File: config.mk
export PLATFORM = sky130hd
export DESIGN_NAME = instruction_fetch_flat
export DESIGN_NICKNAME = d
export VERILOG_FILES = /design/src/rtl/pipeline_pkg.sv /design/src/rtl/instruction_fetch_if.sv /design/src/rtl/instruction_fetch_run_control_fsm.sv /design/src/rtl/instruction_fetch.sv /design/src/flat_wrapper.sv
export SDC_FILE = /design/constraint.sdc
export NUM_CORES = 1
export LEC_CHECK = 0
export ABC_AREA = 1
export CAP_MARGIN = 40
export CORE_ASPECT_RATIO = 1.1
export CORE_MARGIN = 4
export CORE_UTILIZATION = 46
export CTS_BUF_LIST = sky130_fd_sc_hd__clkbuf_8
export DETAILED_ROUTE_END_ITERATION = 16
export GPL_TIMING_DRIVEN = 1
export HOLD_SLACK_MARGIN = 0.08
export PLACE_DENSITY = 0.89
export SYNTH_ARGS = -nofsm -noshare
export SYNTH_HDL_FRONTEND = slang
export SYNTH_HIERARCHICAL = 1
export SYNTH_SLANG_ARGS = --single-unit
File: constraint.sdc
create_clock -name clk -period 3.1 [get_ports clk]
set_clock_uncertainty 0.15 [all_clocks]
set_input_delay 0.62 -clock clk [delete_from_list [all_inputs] [get_ports clk]]
set_output_delay 0.62 -clock clk [all_outputs]
set_load 0.02 [all_outputs]
File: src/rtl/pipeline_pkg.sv
// rtl/pipeline_pkg.sv - shared pipeline types and constants for the fetch stage
package pipeline_pkg;

    localparam int          PC_WIDTH     = 8;
    localparam int          COUNT_WIDTH  = 16;
    localparam int          DRAIN_CYCLES = 4;
    localparam logic [31:0] HALT_WORD    = 32'hFFFF_FFFF;
    localparam logic [31:0] NOP_WORD     = 32'h0000_0000;

    typedef enum logic [2:0] {
        IDLE      = 3'd0,
        RUN       = 3'd1,
        STEP_WAIT = 3'd2,
        STEP_EXEC = 3'd3,
        DRAIN     = 3'd4,
        HALTED    = 3'd5
    } run_state_e;

endpackage

File: src/rtl/instruction_fetch_if.sv
// rtl/instruction_fetch_if.sv - fetch stage control, memory and IF/ID signal bundle
interface instruction_fetch_if #(
    parameter int PC_WIDTH    = 8,
    parameter int COUNT_WIDTH = 16
);
    logic                   stall_IF;
    logic                   branch_taken;
    logic [PC_WIDTH-1:0]    branch_target;
    logic                   jump;
    logic [PC_WIDTH-1:0]    jump_target;
    logic [31:0]            instruction_mem;
    logic                   debug_mode;
    logic                   debug_start;
    logic                   debug_step;
    logic [PC_WIDTH-1:0]    pc_out;
    logic [PC_WIDTH-1:0]    programCounter_out;
    logic [31:0]            instruction_out;
    logic                   enableDebug;
    logic                   clear;
    logic                   halted;
    logic [COUNT_WIDTH-1:0] fetch_count;

    // Pipeline / memory / debug side
    modport master (
        output stall_IF, branch_taken, branch_target, jump, jump_target,
               instruction_mem, debug_mode, debug_start, debug_step,
        input  pc_out, programCounter_out, instruction_out, enableDebug,
               clear, halted, fetch_count
    );

    // Fetch stage side
    modport slave (
        input  stall_IF, branch_taken, branch_target, jump, jump_target,
               instruction_mem, debug_mode, debug_start, debug_step,
        output pc_out, programCounter_out, instruction_out, enableDebug,
               clear, halted, fetch_count
    );

endinterface

File: src/rtl/instruction_fetch_run_control_fsm.sv
// rtl/instruction_fetch_run_control_fsm.sv - run/step/halt sequencing and pipeline enable
module run_control_fsm
    import pipeline_pkg::*;
#(
    parameter int DRAIN_CYCLES = pipeline_pkg::DRAIN_CYCLES
) (
    input  logic       clk_i,
    input  logic       rst_ni,
    input  logic       debug_mode_i,
    input  logic       debug_start_i,
    input  logic       debug_step_i,
    input  logic       halt_accept_i,
    output run_state_e state_o,
    output logic       enable_o,
    output logic       halted_o
);

    localparam int CNT_W = (DRAIN_CYCLES > 1) ? $clog2(DRAIN_CYCLES) : 1;

    run_state_e       state_q, state_d;
    logic [CNT_W-1:0] cnt_q, cnt_d;
    logic             enable_q, enable_d;
    logic             halted_q, halted_d;

    always_ff @(posedge clk_i or negedge rst_ni) begin
        if (!rst_ni) begin
            state_q  <= IDLE;
            cnt_q    <= '0;
            enable_q <= 1'b0;
            halted_q <= 1'b0;
        end else begin
            state_q  <= state_d;
            cnt_q    <= cnt_d;
            enable_q <= enable_d;
            halted_q <= halted_d;
        end
    end

    always_comb begin
        state_d = state_q;
        cnt_d   = cnt_q;
        unique case (state_q)
            IDLE: begin
                if (debug_start_i) begin
                    state_d = debug_mode_i ? STEP_WAIT : RUN;
                end
            end
            RUN: begin
                if (halt_accept_i) begin
                    state_d = DRAIN;
                    cnt_d   = CNT_W'(DRAIN_CYCLES - 1);
                end
            end
            STEP_WAIT: begin
                if (debug_step_i) begin
                    state_d = STEP_EXEC;
                end
            end
            STEP_EXEC: begin
                if (halt_accept_i) begin
                    state_d = DRAIN;
                    cnt_d   = CNT_W'(DRAIN_CYCLES - 1);
                end else begin
                    state_d = STEP_WAIT;
                end
            end
            DRAIN: begin
                if (cnt_q == '0) begin
                    state_d = HALTED;
                end else begin
                    cnt_d = cnt_q - CNT_W'(1);
                end
            end
            HALTED: state_d = HALTED;
            default: state_d = IDLE;
        endcase
    end

    // Enable and halted come straight from flops so downstream latches see clean levels.
    always_comb begin
        enable_d = (state_d == RUN) || (state_d == STEP_EXEC) || (state_d == DRAIN);
        halted_d = (state_d == HALTED);
    end

    assign state_o  = state_q;
    assign enable_o = enable_q;
    assign halted_o = halted_q;

endmodule

File: src/rtl/instruction_fetch.sv
// rtl/instruction_fetch.sv - IF stage: program counter, next-PC selection, fetch count
module instruction_fetch
    import pipeline_pkg::*;
#(
    parameter int          PC_WIDTH     = pipeline_pkg::PC_WIDTH,
    parameter logic [31:0] HALT_WORD    = pipeline_pkg::HALT_WORD,
    parameter int          DRAIN_CYCLES = pipeline_pkg::DRAIN_CYCLES,
    parameter int          COUNT_WIDTH  = pipeline_pkg::COUNT_WIDTH
) (
    input  logic               clk,
    input  logic               reset,
    instruction_fetch_if.slave bus
);

    run_state_e             state;
    logic                   enable;
    logic                   halted;
    logic                   fetch_active;
    logic                   halt_accept;
    logic                   count_inc;
    logic [PC_WIDTH-1:0]    pc_q, pc_d;
    logic [COUNT_WIDTH-1:0] count_q, count_d;

    run_control_fsm #(
        .DRAIN_CYCLES (DRAIN_CYCLES)
    ) u_run_control (
        .clk_i         (clk),
        .rst_ni        (reset),
        .debug_mode_i  (bus.debug_mode),
        .debug_start_i (bus.debug_start),
        .debug_step_i  (bus.debug_step),
        .halt_accept_i (halt_accept),
        .state_o       (state),
        .enable_o      (enable),
        .halted_o      (halted)
    );

    assign fetch_active = enable && ((state == RUN) || (state == STEP_EXEC));

    // Redirects beat stalls, stalls beat the halt decode.
    always_comb begin
        pc_d        = pc_q;
        count_inc   = 1'b0;
        halt_accept = 1'b0;
        if (fetch_active) begin
            if (bus.jump) begin
                pc_d = bus.jump_target;
            end else if (bus.branch_taken) begin
                pc_d = bus.branch_target;
            end else if (bus.stall_IF) begin
                pc_d = pc_q;
            end else if (bus.instruction_mem == HALT_WORD) begin
                halt_accept = 1'b1;
                count_inc   = 1'b1;
            end else begin
                pc_d      = pc_q + PC_WIDTH'(1);
                count_inc = 1'b1;
            end
        end
    end

    always_comb begin
        count_d = count_q;
        if (count_inc && (count_q != '1)) begin
            count_d = count_q + COUNT_WIDTH'(1);
        end
    end

    always_ff @(posedge clk or negedge reset) begin
        if (!reset) begin
            pc_q    <= '0;
            count_q <= '0;
        end else begin
            pc_q    <= pc_d;
            count_q <= count_d;
        end
    end

    assign bus.pc_out             = pc_q;
    assign bus.programCounter_out = pc_q + PC_WIDTH'(1);
    assign bus.instruction_out    = ((state == DRAIN) || (state == HALTED)) ? NOP_WORD
                                                                            : bus.instruction_mem;
    assign bus.enableDebug        = enable;
    assign bus.clear              = (bus.branch_taken | bus.jump) & enable;
    assign bus.halted             = halted;
    assign bus.fetch_count        = count_q;

endmodule

File: src/flat_wrapper.sv
// flat-port wrapper written by rule: the top's interface ports become plain ports
module instruction_fetch_flat import pipeline_pkg::*;
#(
    parameter int          PC_WIDTH     = pipeline_pkg::PC_WIDTH,
    parameter logic [31:0] HALT_WORD    = pipeline_pkg::HALT_WORD,
    parameter int          DRAIN_CYCLES = pipeline_pkg::DRAIN_CYCLES,
    parameter int          COUNT_WIDTH  = pipeline_pkg::COUNT_WIDTH
)
  (clk, reset, bus_stall_IF, bus_branch_taken, bus_branch_target, bus_jump, bus_jump_target, bus_instruction_mem, bus_debug_mode, bus_debug_start, bus_debug_step, bus_pc_out, bus_programCounter_out, bus_instruction_out, bus_enableDebug, bus_clear, bus_halted, bus_fetch_count);
  instruction_fetch_if #(.PC_WIDTH(PC_WIDTH), .COUNT_WIDTH(COUNT_WIDTH)) bus_i ();
  input  logic clk;
  input  logic reset;
  input wire logic [$bits(bus_i.stall_IF)-1:0] bus_stall_IF;
  input wire logic [$bits(bus_i.branch_taken)-1:0] bus_branch_taken;
  input wire logic [$bits(bus_i.branch_target)-1:0] bus_branch_target;
  input wire logic [$bits(bus_i.jump)-1:0] bus_jump;
  input wire logic [$bits(bus_i.jump_target)-1:0] bus_jump_target;
  input wire logic [$bits(bus_i.instruction_mem)-1:0] bus_instruction_mem;
  input wire logic [$bits(bus_i.debug_mode)-1:0] bus_debug_mode;
  input wire logic [$bits(bus_i.debug_start)-1:0] bus_debug_start;
  input wire logic [$bits(bus_i.debug_step)-1:0] bus_debug_step;
  output wire logic [$bits(bus_i.pc_out)-1:0] bus_pc_out;
  output wire logic [$bits(bus_i.programCounter_out)-1:0] bus_programCounter_out;
  output wire logic [$bits(bus_i.instruction_out)-1:0] bus_instruction_out;
  output wire logic [$bits(bus_i.enableDebug)-1:0] bus_enableDebug;
  output wire logic [$bits(bus_i.clear)-1:0] bus_clear;
  output wire logic [$bits(bus_i.halted)-1:0] bus_halted;
  output wire logic [$bits(bus_i.fetch_count)-1:0] bus_fetch_count;
  assign bus_i.stall_IF = bus_stall_IF;
  assign bus_i.branch_taken = bus_branch_taken;
  assign bus_i.branch_target = bus_branch_target;
  assign bus_i.jump = bus_jump;
  assign bus_i.jump_target = bus_jump_target;
  assign bus_i.instruction_mem = bus_instruction_mem;
  assign bus_i.debug_mode = bus_debug_mode;
  assign bus_i.debug_start = bus_debug_start;
  assign bus_i.debug_step = bus_debug_step;
  assign bus_pc_out = bus_i.pc_out;
  assign bus_programCounter_out = bus_i.programCounter_out;
  assign bus_instruction_out = bus_i.instruction_out;
  assign bus_enableDebug = bus_i.enableDebug;
  assign bus_clear = bus_i.clear;
  assign bus_halted = bus_i.halted;
  assign bus_fetch_count = bus_i.fetch_count;
  instruction_fetch #(.PC_WIDTH(PC_WIDTH), .HALT_WORD(HALT_WORD), .DRAIN_CYCLES(DRAIN_CYCLES), .COUNT_WIDTH(COUNT_WIDTH)) u_core (.clk(clk), .reset(reset), .bus(bus_i));
endmodule
## Word level (Yosys, flattened, before mapping)

Index checks and enable logic that the tools add are counted.

- Add/subtract/negate cells: 3
- Equality and inequality tests: 15
- Mux-type cells: 24
- Bitwise operators: 2
- Reductions and logical operators: 12

Operators with widths:

| cell | count |
|---|---|
| 32-bit == test, second input constant | 1 |
| 32-bit two-way mux | 1 |
| 8-bit two-way mux | 4 |
| 3-bit case mux with 6 select lines | 1 |
| 16-bit by 1-bit adder with 16-bit output, second input constant | 1 |
| 16-bit != test, second input constant | 1 |
| 3-bit two-way mux | 5 |
| 3-bit == test, second input constant | 4 |
| 3-bit by 2-bit == test with 1-bit output, second input constant | 3 |
| 1-bit two-way mux | 9 |
| 8-bit by 1-bit adder with 8-bit output, second input constant | 1 |
| 3-bit by 1-bit == test with 1-bit output, second input constant | 2 |
| 2-bit two-way mux | 3 |
| 3-bit AND reduction | 2 |
| 1-bit logical OR | 4 |
| 2-bit case mux with 2 select lines | 1 |
| 3-bit logical NOT | 1 |
| 3-bit by 1-bit != test with 1-bit output, second input constant | 1 |
| 3-bit != test, second input constant | 1 |
| 1-bit logical AND | 2 |
| 2-bit logical NOT | 1 |
| 2-bit by 1-bit != test with 1-bit output, second input constant | 1 |
| 2-bit != test, second input constant | 1 |
| 2-bit nonzero test | 1 |
| other kinds (4) | 4 |

- Register bits: 31
- Output and inout port bits: 67
- Logic and storage cells: 62

## Logic depth before layout (Yosys ltp)

- Depth in word-level cells: 11
- Mapped depth: 13
- Depth with buffers taken out: 13

## Modules after synthesis

Netlist, hierarchy kept.

By module, submodules not included:

| module | instances | cells an instance | area each (µm²) |
|---|---|---|---|
| instruction_fetch | 1 | 368 | 2167.1 |
| run_control_fsm | 1 | 50 | 382.9 |

## Worst setup path before layout

OpenSTA, ideal clock, no wires.

- Path type: input -> output
- Start point: input port bus_jump
- End point: output port bus_clear
- Arrival time: 1236 ps
- Required time: 2330 ps
- Slack: 1094 ps
- Stages on the path: 5
- Cells stage by stage: buf_6 > clkinv_4 > nand2_4 > inv_1 > nor2_1

- Longest elaborated chain between the ends: 2

Ends and longest elaborated chain:

| element | RTL line | RTL |
|---|---|---|
| start, declared | flat_wrapper.sv:16 | `input wire logic [$bits(bus_i.jump)-1:0] bus_jump;` |
| 1-bit bitwise OR | instruction_fetch.sv:84 | `assign bus.clear = (bus.branch_taken \| bus.jump) & enable;` |
| 1-bit bitwise AND | instruction_fetch.sv:84 |  |
| end, declared | flat_wrapper.sv:26 | `output wire logic [$bits(bus_i.clear)-1:0] bus_clear;` |

No other way between the ends.

## Worst setup path after layout

Ends and elaborated chain as after synthesis.

==> metrics <==
status=complete, no violations; relative slew slack=0.698; # diodes=0; clk sinks=31; Leak=1.89 nW; pre-CTS WS=0.183 ns; number of CTS-inserted buffers=5; Hold WC Path Type=register to register; flops & latches, synth=31; Vias/cell=4.84; PwrDens=400 nW/um^2; detail-routed net length per standard cell=12.9 microns; gr usage total=0.238; Die Y=86.1 microns; H-Tree Depth=2; R2R Path End=u_core/u_run_control/cnt_q[1]$_DFFE_PN0P_; r2r setup slk=1.25 ns; Synth Net Count=477; Critical Path RT=2.33 ns; Setup crit start kind=input pin; site row count=28; RSZ-0062 raised after global routing=false; RR Startpoint=u_core/u_run_control/state_o[2]$_DFF_PN0_; worst-margin pin slew=0.450 ns; register area share after synthesis=0.304; design area=3960 sq um; synthesis-to-finish area growth=55.4%; placed instance area=3860 sq um; warnings from Yosys=6; Post-Synthesis Cell Area=2550 sq um; Max Cap Viol=0; Final Max Tran Viols=0; Worst-Skew Late Latency=0.28 ns; total core area=5400 sq um; Initial Util=0.473; initial antenna violation count=0; port bufs=122; Layout Cells excl Fill=621; fmax=344 MHz; final worst-path cycle share=0.938; CP Data Arrival Time=2.14 ns; post-layout min period=2.91 ns; Final nets=604; DRC violations left=0; hold buffer count at cts=0; Mapped Cells=418; clock root buffer=clkbuf_8; vias in the first global route=2884; Post-Place Cells=613; IO Pins=123; CTS tree=yes; grt ovf=0; final core utilization=0.734; worst vdd ir=0.315 mV; post_cts resized=0; vias post-DR=3004; Final setup viols=0; crit end category=output port; EDFF count, synth=0; Synth async-reset ratio=1.00; critical path type=input pin to output port; first-pass GRT wire length=13000 microns; Post CTS Setup Buffer Count=0; crit path to=bus_clear; Synth Area per Inst=6.10 sq um; Die Wd=79.0 microns; final hold vios=0; Clock Path Buffers=2; pin count of the biggest net entering global routing=32; Worst Setup SP=bus_jump; number of antenna-violating nets in the routed design=0; Distinct cells, synth=33; hold slack=0.359 ns; Tot Pwr=1.58 mW; share of cells above drive strength 1=0.0842; clock-pin slew on the worst setup and hold paths=0.06 ns; Final TNS setup=0 ns; DRT Wirelength=7990 microns; worst-path maximum fanout=9; Iter 0 DRT Violations=175; RePlAce Congestion=0.885; HPWL after detailed placement=6520 microns; R2R depth=6; Die Footprint=6800 sq um; drt pass-1 iters=5; Final WS setup=0.193 ns; prevailing post-synth register cell=dfrtp_1
[cells in the final DEF (no fill, tap or decap), types with 3 or more instances in the layout]
cell and count:
nand2_2 7, nor2_1 81, nand4_1 3, buf_4 4, xnor2_1 3, ha_1 3
clkdlybuf4s50_1 122, o21ai_0 8, xor2_1 6, clkbuf_8 7, dfrtp_1 31, inv_2 4
inv_1 62, nand2_1 138, a21oi_1 4, nor3_1 3, o21ai_2 7, nor2_2 4
nand3_1 28
[synth_stat cells (4+ instances only)]
library cell / instances / area share
nand2_1: 138 / 0.20
nor2_1: 82 / 0.12
inv_1: 61 / 0.090
dfrtp_1: 31 / 0.30
nand3_1: 28 / 0.055
o21ai_0: 8 / 0.016
nand2_2: 7 / 0.017
o21ai_2: 7 / 0.024
xor2_1: 6 / 0.021
a21oi_1: 4 / 0.0079
inv_2: 4 / 0.0059
[kinds of logic (layout without fill, tap and decap cells)]
logic type                 Yosys count  in the layout  synth area share
buffers and inverters               75            203             0.123
DFF                                 31             31             0.304
xor gates and xnor gates             9              9            0.0309
and+or+nand+nor                    275            275             0.465
adders and majority gates            3              3            0.0147
AOI/OAI and AO/OA                   25             25            0.0623
[where the power goes]
group	internal [mW]	total, mW	switching, mW
Clock	0.199	0.339	0.140
Sequential	0.463	0.543	0.0806
Combinational	0.333	0.701	0.368
Total	0.995	1.58	0.588
[area by class of cell]
class | instances | area (sq um)
clock buffers | 7 | 96.3
repair buffers | 127 | 1270
fillers | 435 | 1430
clock inverters | 1 | 3.75
multi-input cells | 312 | 1460
flip-flops and latches | 31 | 776
well taps | 75 | 93.8
inverters | 68 | 263
[worst min path at each step]
| stage | from | endpoint | slack [ns] | cells after the start |
|---|---|---|---|---|
| after global routing | u_core/u_run_control/cnt_q[0]$_DFFE_PN0P_ | u_core/u_run_control/cnt_q[0]$_DFFE_PN0P_ | 0.39 | 2 |
| after global placement | u_core/u_run_control/cnt_q[0]$_DFFE_PN0P_ | u_core/u_run_control/cnt_q[0]$_DFFE_PN0P_ | 0.34 | 2 |
| after detailed placement | u_core/u_run_control/cnt_q[0]$_DFFE_PN0P_ | u_core/u_run_control/cnt_q[0]$_DFFE_PN0P_ | 0.34 | 2 |
| after floorplan | reset | u_core/bus.fetch_count[0]$_DFFE_PN0P_ | 0.17 | 0 |
| final | u_core/u_run_control/cnt_q[0]$_DFFE_PN0P_ | u_core/u_run_control/cnt_q[0]$_DFFE_PN0P_ | 0.36 | 2 |
| after CTS | u_core/u_run_control/cnt_q[0]$_DFFE_PN0P_ | u_core/u_run_control/cnt_q[0]$_DFFE_PN0P_ | 0.36 | 2 |
[per-layer routing]
metal  wire length [microns]  vias to the layer above  global-route usage
li1                        -                     1525                   -
met1                    3200                     1339               0.287
met2                    4040                      111               0.415
met3                     459                       29              0.0441
met4                     292                        0              0.0953
met5                       0                        -                   0
[critical path, cell delays in order]
cell             delay [ns]
clkdlybuf4s50_1        0.54
clkinv_4               0.11
nand2_4                0.10
inv_1                  0.06
nor2_1                 0.08
clkdlybuf4s50_1        0.62
[flip-flops by register name (all words and copies together), names as in the netlist]
register / flops
u_core/bus.fetch_count: 16
u_core/bus.pc_out: 8
u_core/u_run_control/cnt_q: 2
u_core/u_run_control/enable_o: 1
u_core/u_run_control/halted_o: 1
u_core/u_run_control/state_o: 3
No activity file was read; power rests on OpenSTA's default activity.
